[config.mk]
export PLATFORM = sky130hd
export DESIGN_NAME = xsw_nm_pkt_flat
export DESIGN_NICKNAME = d
export VERILOG_FILES = /design/src/rtl/xsw_nm_pkt_if.sv /design/src/rtl/xsw_nm_pkt.sv /design/src/flat_wrapper.sv
export SDC_FILE = /design/constraint.sdc
export NUM_CORES = 1
export LEC_CHECK = 0
export ABC_AREA = 1
export ABC_CLOCK_PERIOD_IN_PS = 2000
export BUFFER_PORTS_ARGS = -buffer_cell sky130_fd_sc_hd__buf_2
export CORE_ASPECT_RATIO = 1.25
export CORE_MARGIN = 2
export CORE_UTILIZATION = 40
export CTS_CLUSTER_DIAMETER = 120
export DETAILED_ROUTE_END_ITERATION = 6
export PLACE_DENSITY = 0.73
export SETUP_SLACK_MARGIN = 0.02
export SKIP_CTS_REPAIR_TIMING = 1
export SLEW_MARGIN = 20
export SYNTH_ARGS = -nofsm -noshare
export SYNTH_HDL_FRONTEND = slang
export SYNTH_SLANG_ARGS = --single-unit
[constraint.sdc]
create_clock -name clk -period 2 [get_ports clk]
set_input_delay 0.1 -clock clk [delete_from_list [all_inputs] [get_ports clk]]
set_output_delay 0.1 -clock clk [all_outputs]
set_load 0.05 [all_outputs]
[src/rtl/xsw_nm_pkt_if.sv]
// Crossbar port bundle.
//   slave  modport: switch-side view of the N inputs
//                   (vld_s, dat_s, lst_s, tgt_s in; gnt_s out)
//   master modport: switch-side view of the M outputs
//                   (vld_m, dat_m, lst_m out; gnt_m in)
interface xsw_nm_pkt_if #(
  parameter int N  = 2,
  parameter int M  = 2,
  parameter int DW = 8
);
  logic [N-1:0]         vld_s;
  logic [N-1:0][DW-1:0] dat_s;
  logic [N-1:0]         lst_s;
  logic [N-1:0][M-1:0]  tgt_s;
  logic [N-1:0]         gnt_s;

  logic [M-1:0]         vld_m;
  logic [M-1:0][DW-1:0] dat_m;
  logic [M-1:0]         lst_m;
  logic [M-1:0]         gnt_m;

  modport slave  (input vld_s, dat_s, lst_s, tgt_s, output gnt_s);
  modport master (output vld_m, dat_m, lst_m, input gnt_m);
endinterface

[src/rtl/xsw_nm_pkt.sv]
// N-input x M-output packet crossbar. Each output owns a packet-locked
// arbiter (round-robin or fixed priority) feeding an OBUF_D-entry FIFO.
// Multi-beat packets are never interleaved on an output.
// Ports:
//   clk   clock
//   rstn  synchronous active-low reset
//   s_if  input side  (vld_s/dat_s/lst_s/tgt_s in, gnt_s out)
//   m_if  output side (vld_m/dat_m/lst_m out, gnt_m in)
//
// Per-output arbiter states:
//   state   | meaning
//   ST_IDLE | no packet in flight; pick a winner among requesters
//   ST_LOCK | packet from owner_q in flight; only owner may be granted
module xsw_nm_pkt #(
  parameter int N        = 2,
  parameter int M        = 2,
  parameter int DW       = 8,
  parameter int OBUF_D   = 2,
  parameter int ARB_MODE = 0
) (
  input  logic         clk,
  input  logic         rstn,
  xsw_nm_pkt_if.slave  s_if,
  xsw_nm_pkt_if.master m_if
);
  localparam int IW = (N > 1) ? $clog2(N) : 1;
  localparam int AW = (OBUF_D > 1) ? $clog2(OBUF_D) : 1;
  localparam int CW = $clog2(OBUF_D + 1);

  typedef enum logic {ST_IDLE = 1'b0, ST_LOCK = 1'b1} arb_st_e;

  arb_st_e              st_q [M];
  arb_st_e              st_d [M];
  logic [IW-1:0]        owner_q [M];
  logic [IW-1:0]        owner_d [M];
  logic [IW-1:0]        ptr_q [M];
  logic [IW-1:0]        ptr_d [M];
  logic [IW-1:0]        win_idx [M];
  logic [M-1:0]         win_vld;
  logic [M-1:0]         push;
  logic [M-1:0]         pop;
  logic [M-1:0][N-1:0]  req;
  logic [M-1:0][N-1:0]  gvec;
  logic [M-1:0][DW-1:0] wdat;
  logic [M-1:0]         wlst;
  logic [N-1:0]         gnt;

  logic [DW-1:0]        mem_dat [M][OBUF_D];
  logic                 mem_lst [M][OBUF_D];
  logic [AW-1:0]        rd_q [M];
  logic [AW-1:0]        wr_q [M];
  logic [CW-1:0]        cnt_q [M];

  function automatic logic [AW-1:0] ptr_inc(input logic [AW-1:0] p);
    return (int'(p) == OBUF_D - 1) ? '0 : AW'(p + 1'b1);
  endfunction

  always_comb begin
    for (int o = 0; o < M; o++)
      for (int i = 0; i < N; i++)
        req[o][i] = s_if.vld_s[i] & s_if.tgt_s[i][o];
  end

  always_comb begin
    for (int o = 0; o < M; o++) begin
      win_vld[o] = 1'b0;
      win_idx[o] = '0;
      st_d[o]    = st_q[o];
      owner_d[o] = owner_q[o];
      ptr_d[o]   = ptr_q[o];
      gvec[o]    = '0;
      if (st_q[o] == ST_LOCK) begin
        if (req[o][owner_q[o]]) begin
          win_vld[o] = 1'b1;
          win_idx[o] = owner_q[o];
        end
      end else if (ARB_MODE == 1) begin
        // Descending scan: the last hit is the lowest requesting index.
        for (int i = N - 1; i >= 0; i--)
          if (req[o][i]) begin
            win_vld[o] = 1'b1;
            win_idx[o] = IW'(i);
          end
      end else begin
        // Descending offset scan: the last hit is the first requester at/after ptr.
        for (int k = N - 1; k >= 0; k--)
          if (req[o][(int'(ptr_q[o]) + k) % N]) begin
            win_vld[o] = 1'b1;
            win_idx[o] = IW'((int'(ptr_q[o]) + k) % N);
          end
      end
      // Full is judged on the registered count; a same-cycle pop does not help.
      push[o] = rstn & win_vld[o] & (cnt_q[o] < CW'(OBUF_D));
      wdat[o] = s_if.dat_s[win_idx[o]];
      wlst[o] = s_if.lst_s[win_idx[o]];
      if (push[o]) begin
        gvec[o][win_idx[o]] = 1'b1;
        if (wlst[o]) begin
          st_d[o] = ST_IDLE;
          if (ARB_MODE == 0)
            ptr_d[o] = IW'((int'(win_idx[o]) + 1) % N);
        end else begin
          st_d[o]    = ST_LOCK;
          owner_d[o] = win_idx[o];
        end
      end
    end
  end

  always_comb begin
    gnt = '0;
    for (int o = 0; o < M; o++)
      gnt = gnt | gvec[o];
  end

  assign s_if.gnt_s = gnt;

  always_comb begin
    for (int o = 0; o < M; o++) begin
      m_if.vld_m[o] = (cnt_q[o] != '0);
      m_if.dat_m[o] = (cnt_q[o] != '0) ? mem_dat[o][rd_q[o]] : '0;
      m_if.lst_m[o] = (cnt_q[o] != '0) ? mem_lst[o][rd_q[o]] : 1'b0;
      pop[o]        = (cnt_q[o] != '0) & m_if.gnt_m[o];
    end
  end

  always_ff @(posedge clk) begin
    if (!rstn) begin
      for (int o = 0; o < M; o++) begin
        st_q[o]    <= ST_IDLE;
        owner_q[o] <= '0;
        ptr_q[o]   <= '0;
      end
    end else begin
      for (int o = 0; o < M; o++) begin
        st_q[o]    <= st_d[o];
        owner_q[o] <= owner_d[o];
        ptr_q[o]   <= ptr_d[o];
      end
    end
  end

  always_ff @(posedge clk) begin
    if (!rstn) begin
      for (int o = 0; o < M; o++) begin
        rd_q[o]  <= '0;
        wr_q[o]  <= '0;
        cnt_q[o] <= '0;
        for (int e = 0; e < OBUF_D; e++) begin
          mem_dat[o][e] <= '0;
          mem_lst[o][e] <= 1'b0;
        end
      end
    end else begin
      for (int o = 0; o < M; o++) begin
        if (push[o]) begin
          mem_dat[o][wr_q[o]] <= wdat[o];
          mem_lst[o][wr_q[o]] <= wlst[o];
          wr_q[o]             <= ptr_inc(wr_q[o]);
        end
        if (pop[o])
          rd_q[o] <= ptr_inc(rd_q[o]);
        if (push[o] && !pop[o])
          cnt_q[o] <= cnt_q[o] + 1'b1;
        else if (pop[o] && !push[o])
          cnt_q[o] <= cnt_q[o] - 1'b1;
      end
    end
  end

  for (genvar i = 0; i < N; i++) begin : g_chk_in
    a_tgt_onehot: assert property (@(posedge clk) disable iff (!rstn)
      s_if.vld_s[i] |-> $onehot(s_if.tgt_s[i]))
      else $error("tgt_s[%0d] not one-hot while valid", i);
  end

  for (genvar o = 0; o < M; o++) begin : g_chk_out
    a_tgt_stable: assert property (@(posedge clk) disable iff (!rstn)
      (st_q[o] == ST_LOCK && s_if.vld_s[owner_q[o]]) |-> s_if.tgt_s[owner_q[o]][o])
      else $error("target changed mid-packet at output %0d", o);
    a_one_grant: assert property (@(posedge clk) disable iff (!rstn)
      $onehot0(gvec[o]))
      else $error("output %0d granted more than one input", o);
    a_no_ovf: assert property (@(posedge clk) disable iff (!rstn)
      !(push[o] && cnt_q[o] == CW'(OBUF_D)))
      else $error("fifo overflow at output %0d", o);
    a_no_udf: assert property (@(posedge clk) disable iff (!rstn)
      !(pop[o] && cnt_q[o] == '0))
      else $error("fifo underflow at output %0d", o);
  end
endmodule

[src/flat_wrapper.sv]
// flat-port wrapper written by rule: the top's interface ports become plain ports
module xsw_nm_pkt_flat 
#(
  parameter int N        = 2,
  parameter int M        = 2,
  parameter int DW       = 8,
  parameter int OBUF_D   = 2,
  parameter int ARB_MODE = 0
)
  (clk, rstn, s_if_vld_s, s_if_dat_s, s_if_lst_s, s_if_tgt_s, s_if_gnt_s, m_if_vld_m, m_if_dat_m, m_if_lst_m, m_if_gnt_m);
  xsw_nm_pkt_if #(.N(N), .M(M), .DW(DW)) s_if_i ();
  xsw_nm_pkt_if #(.N(N), .M(M), .DW(DW)) m_if_i ();
  input  logic clk;
  input  logic rstn;
  input wire logic [$bits(s_if_i.vld_s)-1:0] s_if_vld_s;
  input wire logic [$bits(s_if_i.dat_s)-1:0] s_if_dat_s;
  input wire logic [$bits(s_if_i.lst_s)-1:0] s_if_lst_s;
  input wire logic [$bits(s_if_i.tgt_s)-1:0] s_if_tgt_s;
  output wire logic [$bits(s_if_i.gnt_s)-1:0] s_if_gnt_s;
  output wire logic [$bits(m_if_i.vld_m)-1:0] m_if_vld_m;
  output wire logic [$bits(m_if_i.dat_m)-1:0] m_if_dat_m;
  output wire logic [$bits(m_if_i.lst_m)-1:0] m_if_lst_m;
  input wire logic [$bits(m_if_i.gnt_m)-1:0] m_if_gnt_m;
  assign s_if_i.vld_s = s_if_vld_s;
  assign s_if_i.dat_s = s_if_dat_s;
  assign s_if_i.lst_s = s_if_lst_s;
  assign s_if_i.tgt_s = s_if_tgt_s;
  assign s_if_gnt_s = s_if_i.gnt_s;
  assign m_if_vld_m = m_if_i.vld_m;
  assign m_if_dat_m = m_if_i.dat_m;
  assign m_if_lst_m = m_if_i.lst_m;
  assign m_if_i.gnt_m = m_if_gnt_m;
  xsw_nm_pkt #(.N(N), .M(M), .DW(DW), .OBUF_D(OBUF_D), .ARB_MODE(ARB_MODE)) u_core (.clk(clk), .rstn(rstn), .s_if(s_if_i), .m_if(m_if_i));
endmodule
Word-level counts from Yosys, hierarchy flattened
Memories as Yosys holds them, arrays and structs flattened.
Index checks and enable logic that the tools add are counted.
W data, S select, Z words.

storage, ports and cells
  memory bits (writable) = 50
  bits in latches = 0
  memories kept = 8
  register bits after elaboration = 0
  bits in read-only memories = 0
  input port bits = 28

memories
  memory          depth  bits a word  rd ports  clocked after Yosys merged registers in  wr ports  line              text
  u_core.mem_dat  2      16           2         0                                        2         xsw_nm_pkt.sv:48  logic [DW-1:0] mem_dat [M][OBUF_D];
  u_core.cnt_q    2      2            2         0                                        2         xsw_nm_pkt.sv:52  logic [CW-1:0] cnt_q [M];
  u_core.mem_lst  2      2            2         0                                        2         xsw_nm_pkt.sv:49  logic mem_lst [M][OBUF_D];
  u_core.owner_q  2      1            2         0                                        2         xsw_nm_pkt.sv:34  logic [IW-1:0] owner_q [M];
  u_core.ptr_q    2      1            2         0                                        2         xsw_nm_pkt.sv:36  logic [IW-1:0] ptr_q [M];
  u_core.rd_q     2      1            2         0                                        2         xsw_nm_pkt.sv:50  logic [AW-1:0] rd_q [M];
  +2 memories     --     --           --        --                                       --        --

operators by class
  divide/modulo/power cells = 0
  magnitude comparators = 18
  shift operators = 0
  reductions and logical operators = 14
  multiply operators = 0
  $add $sub $neg = 12
  bitwise operators = 67
  muxes and demuxes = 166
  equal/unequal tests = 0

operator list
  kind                   number
  $mux W1                136
  $mux W8                14
  $or A1 B1 Y1           50
  $mux W16               2
  $demux W8 S1           2
  $mux W2                8
  $lt A1 B2 Y1 const B   6
  $and A1 B1 Y1          10
  $add A1 B1 Y1 const B  8
  $ge A2 B2 Y1 const B   4
  $logic_and A1 B1 Y1    8
  $not A1 Y2             4
  $lt A2 B3 Y1 const B   2
  $add A2 B1 Y2 const B  2
  $demux W1 S1           4
  $logic_not A1 Y1       4
  $lt A2 B1 Y1 const B   2
  $lt A2 B2 Y1 const B   2
  $reduce_bool A2 Y1     2
  $sub A2 B1 Y2 const B  2
  $and A1 B1 Y1 const A  2
  $ge A1 B1 Y1 const B   2
  $or A2 B2 Y2           1

Logic depth before layout (Yosys ltp)
  word-level depth = 17
  gate-level depth with buffers = 9

Worst setup path after synthesis
No wires, ideal clock.

  kind = register -> output
  from = memory u_core.cnt_q[1][0] (netlist bit)
  to = output port m_if_dat_m[10]
  required time = 1900 ps
  buffers on the path = 1
  stages on the path, launching flop included = 7
  data arrival time = 2041 ps
  slack = -141 ps
  cell sequence = edfxtp_1 inv_1 ha_1 inv_1 clkbuf_1 o21ai_0 nor2_1

RTL lines
  element             line                text
  start: declaration  xsw_nm_pkt.sv:52
  end: declaration    flat_wrapper.sv:21  output wire logic [$bits(m_if_i.dat_m)-1:0] m_if_dat_m;

==> results.cfg <==
[power_and_ir_drop]
ir_drop_v = 0.0003723
p_leak_nw = 1.415
power.density_mw_per_mm2 = 1038

[timing]
rsz0062_at_grt = false
slew_headroom_pct = 72.25
period_share_pct = 92.01
hold_slack_ns = 0.1179
layout_min_cycle_time_ns = 1.840
worst_slew_pin_slew_ns = 0.4153
fmax_mhz = 543.4
maxSlewViolCount = 0
finalSetupViolations = 0
final.setup_skew_ns = 0.005295
setup_ws_ns = 0.1597
hold_viol = 0
fin_setup_tns_ns = 0

[yosys]
ys_seq_elements = 50
synth_common_cells = nand2_1, nor2_1, edfxtp_1
post_synth.cell_area_avg_um2 = 8.509
yosysMostFrequentCell = nand2_1
synth_edf_count = 42
synth_warnings = 0
synth_nets = 340
synthTopCellsByArea = edfxtp_1, nand2_1, nor2_1, dfxtp_1, o21ai_0
synth.distinct_cells = 30
ys_seq_area_share_pct = 53.71
synth_area_mm2 = 0.002646
ys_async_sr_fraction_pct = 0
netlist.top_cell.by_area = edfxtp_1
synth_top_cell_area_share_pct = 47.66
postSynthCellCount = 311
synth_flop_cell = edfxtp_1

[place]
portBuffers = 49
dp_hpwl_mm = 4.484
finalWeightedCongestion = 1.025
pre_cts_ws_ns = 0.1895
post-place-cells = 439

[setup_path]
slowest_delay_ns = 0.36
cp-start-kind = flip-flop
cp.arrival_ns = 1.74
cp_max_fo = 20
crit_buf_inv = 2
crit_chain = nor2_1 -> nand2_1 -> nand2_2 -> inv_1 -> o21ai_0 -> buf_2
critical-path-top-delay-family = simple AND/OR/NAND/NOR gates
slowest_stage = dfxtp_1
end_kind = output port
critical_path_class = flip-flop to output port
worstPathRequired_ns = 1.90

[global_route]
grt.busiest_layer = met2
grt_pass1_wl_mm = 9.653
grt_pass1_vias = 2041
globalRouteMet2Util_pct = 28.87
grt_usage_pct = 17.16
grtUsageMet1_pct = 22.28
grt_max_degree = 21
antenna_found_initial = 0
use_met3_pct = 2.199
grt_overflow = 0

[drt]
routed_wl_mm = 5.971
vias = 2190
wl_per_cell_um = 13.36
ant_nets = 0
drc = 0
dr.pass1.iters = 5
first_iter_violations = 226
viasPerCell = 4.899

[clocking]
cts.sinks = 50
clk_latency_ns = 0.30
clk_path_buf_depth = 2
cts-root-buf = clkbuf_8
clkTransAtPathRegs_ns = 0.09
cts_buffers = 5
h-tree-depth = 2
cts_tree = built

[die]
initial_core_util_pct = 40.82
dieArea_mm2 = 0.007287
boundaryPins = 50
coreArea_mm2 = 0.006482
fp.dieW_um = 76.75
row_count = 33
die_h_um = 94.94

[outcome]
status = completed

[layout]
area.growth.synth_to_final_pct = 16.88
final_layout_size_suffix_gt1_share_pct = 28.06
instances_no_fill = 447
nets = 388
antennaDiodeCount = 0
multi_input_area_mm2 = 0.001057
fill_cells = 654
final_util_pct = 47.71
final-seq-area_mm2 = 0.001421

[worst_hold_path]
min_path_type = primary input to flip-flop

[job]
cap_violations = 0
where the power goes:
group | switching, mW | internal (mW)
registers | 0.0640 | 1.26
logic | 0.882 | 0.289
clock network | 0.337 | 0.373
total | 1.28 | 1.93
cell type report:
type | count | area share [%]
flip-flops and latches | 50 | 45.95
multi-input cells | 218 | 34.18
repair buffers | 53 | 8.900
inverters | 31 | 3.883
well taps | 87 | 3.519
clock buffers | 6 | 2.346
clock inverters | 2 | 1.214
sequential cells by signal, summed over array words and instances, names as in the netlist:
name	flops
u_core.rd_q	2
u_core.mem_lst	4
u_core.st_q	2
u_core.ptr_q	2
u_core.owner_q	2
u_core.cnt_q	4
u_core.wr_q	2
u_core.mem_dat	32
metrics by stage:
stage	instance area [um2]	total power, mW
after global routing	3093	3.388
final	3093	3.210
after CTS	3085	3.229
after detailed placement	2975	2.527
after floorplan	2669	2.250
after global placement	2975	2.507
path summary, 6_finish.rpt:
path	start	to	slack, ns	cells past startpoint
min reg2reg	u_core.ptr_q[0][0]	u_core.ptr_q[0][0]	0.47	2
max	u_core.st_q[0][1]	s_if_gnt_s[0]	0.16	6
max reg2reg	u_core.cnt_q[0][1]	u_core.mem_dat[0][2]	0.21	5
min	s_if_lst_s[0]	u_core.ptr_q[0][0]	0.12	3
tightest hold or removal path, stage by stage:
cell,delay [ns]
buf_2,0.14
nand3_1,0.08
a21oi_1,0.06
cells in the final DEF (no fill, tap or decap), types with 2 or more instances in the layout:
master and count:
nand3_1 14, nor2_2 13, nor2_1 49, buf_4 4
nand2_2 15, inv_1 23, nand3_2 2, inv_2 3
dfxtp_1 8, a21oi_1 18, clkinv_1 3, xor2_1 2
clkbuf_8 5, nand2_1 66, nand2_4 2, edfxtp_1 42
buf_2 49, o21ai_0 28
layer usage:
metal	wire length [um]	up-vias
li1	-	1108
met1	2645	995
met2	2915	79
met3	327	8
met4	82	0
met5	0	-
logic make-up after synthesis:
family,after synthesis,share of synthesized area (%)
AO/OA/AOI/OAI,50,10.07
adder cells (fa/ha/maj),1,0.4727
AND/OR/NAND/NOR,165,27.61
XOR/XNOR,2,0.6621
buffers and inverters,43,7.470
flip-flops,50,53.71
Power figures use the tool's default switching activity.
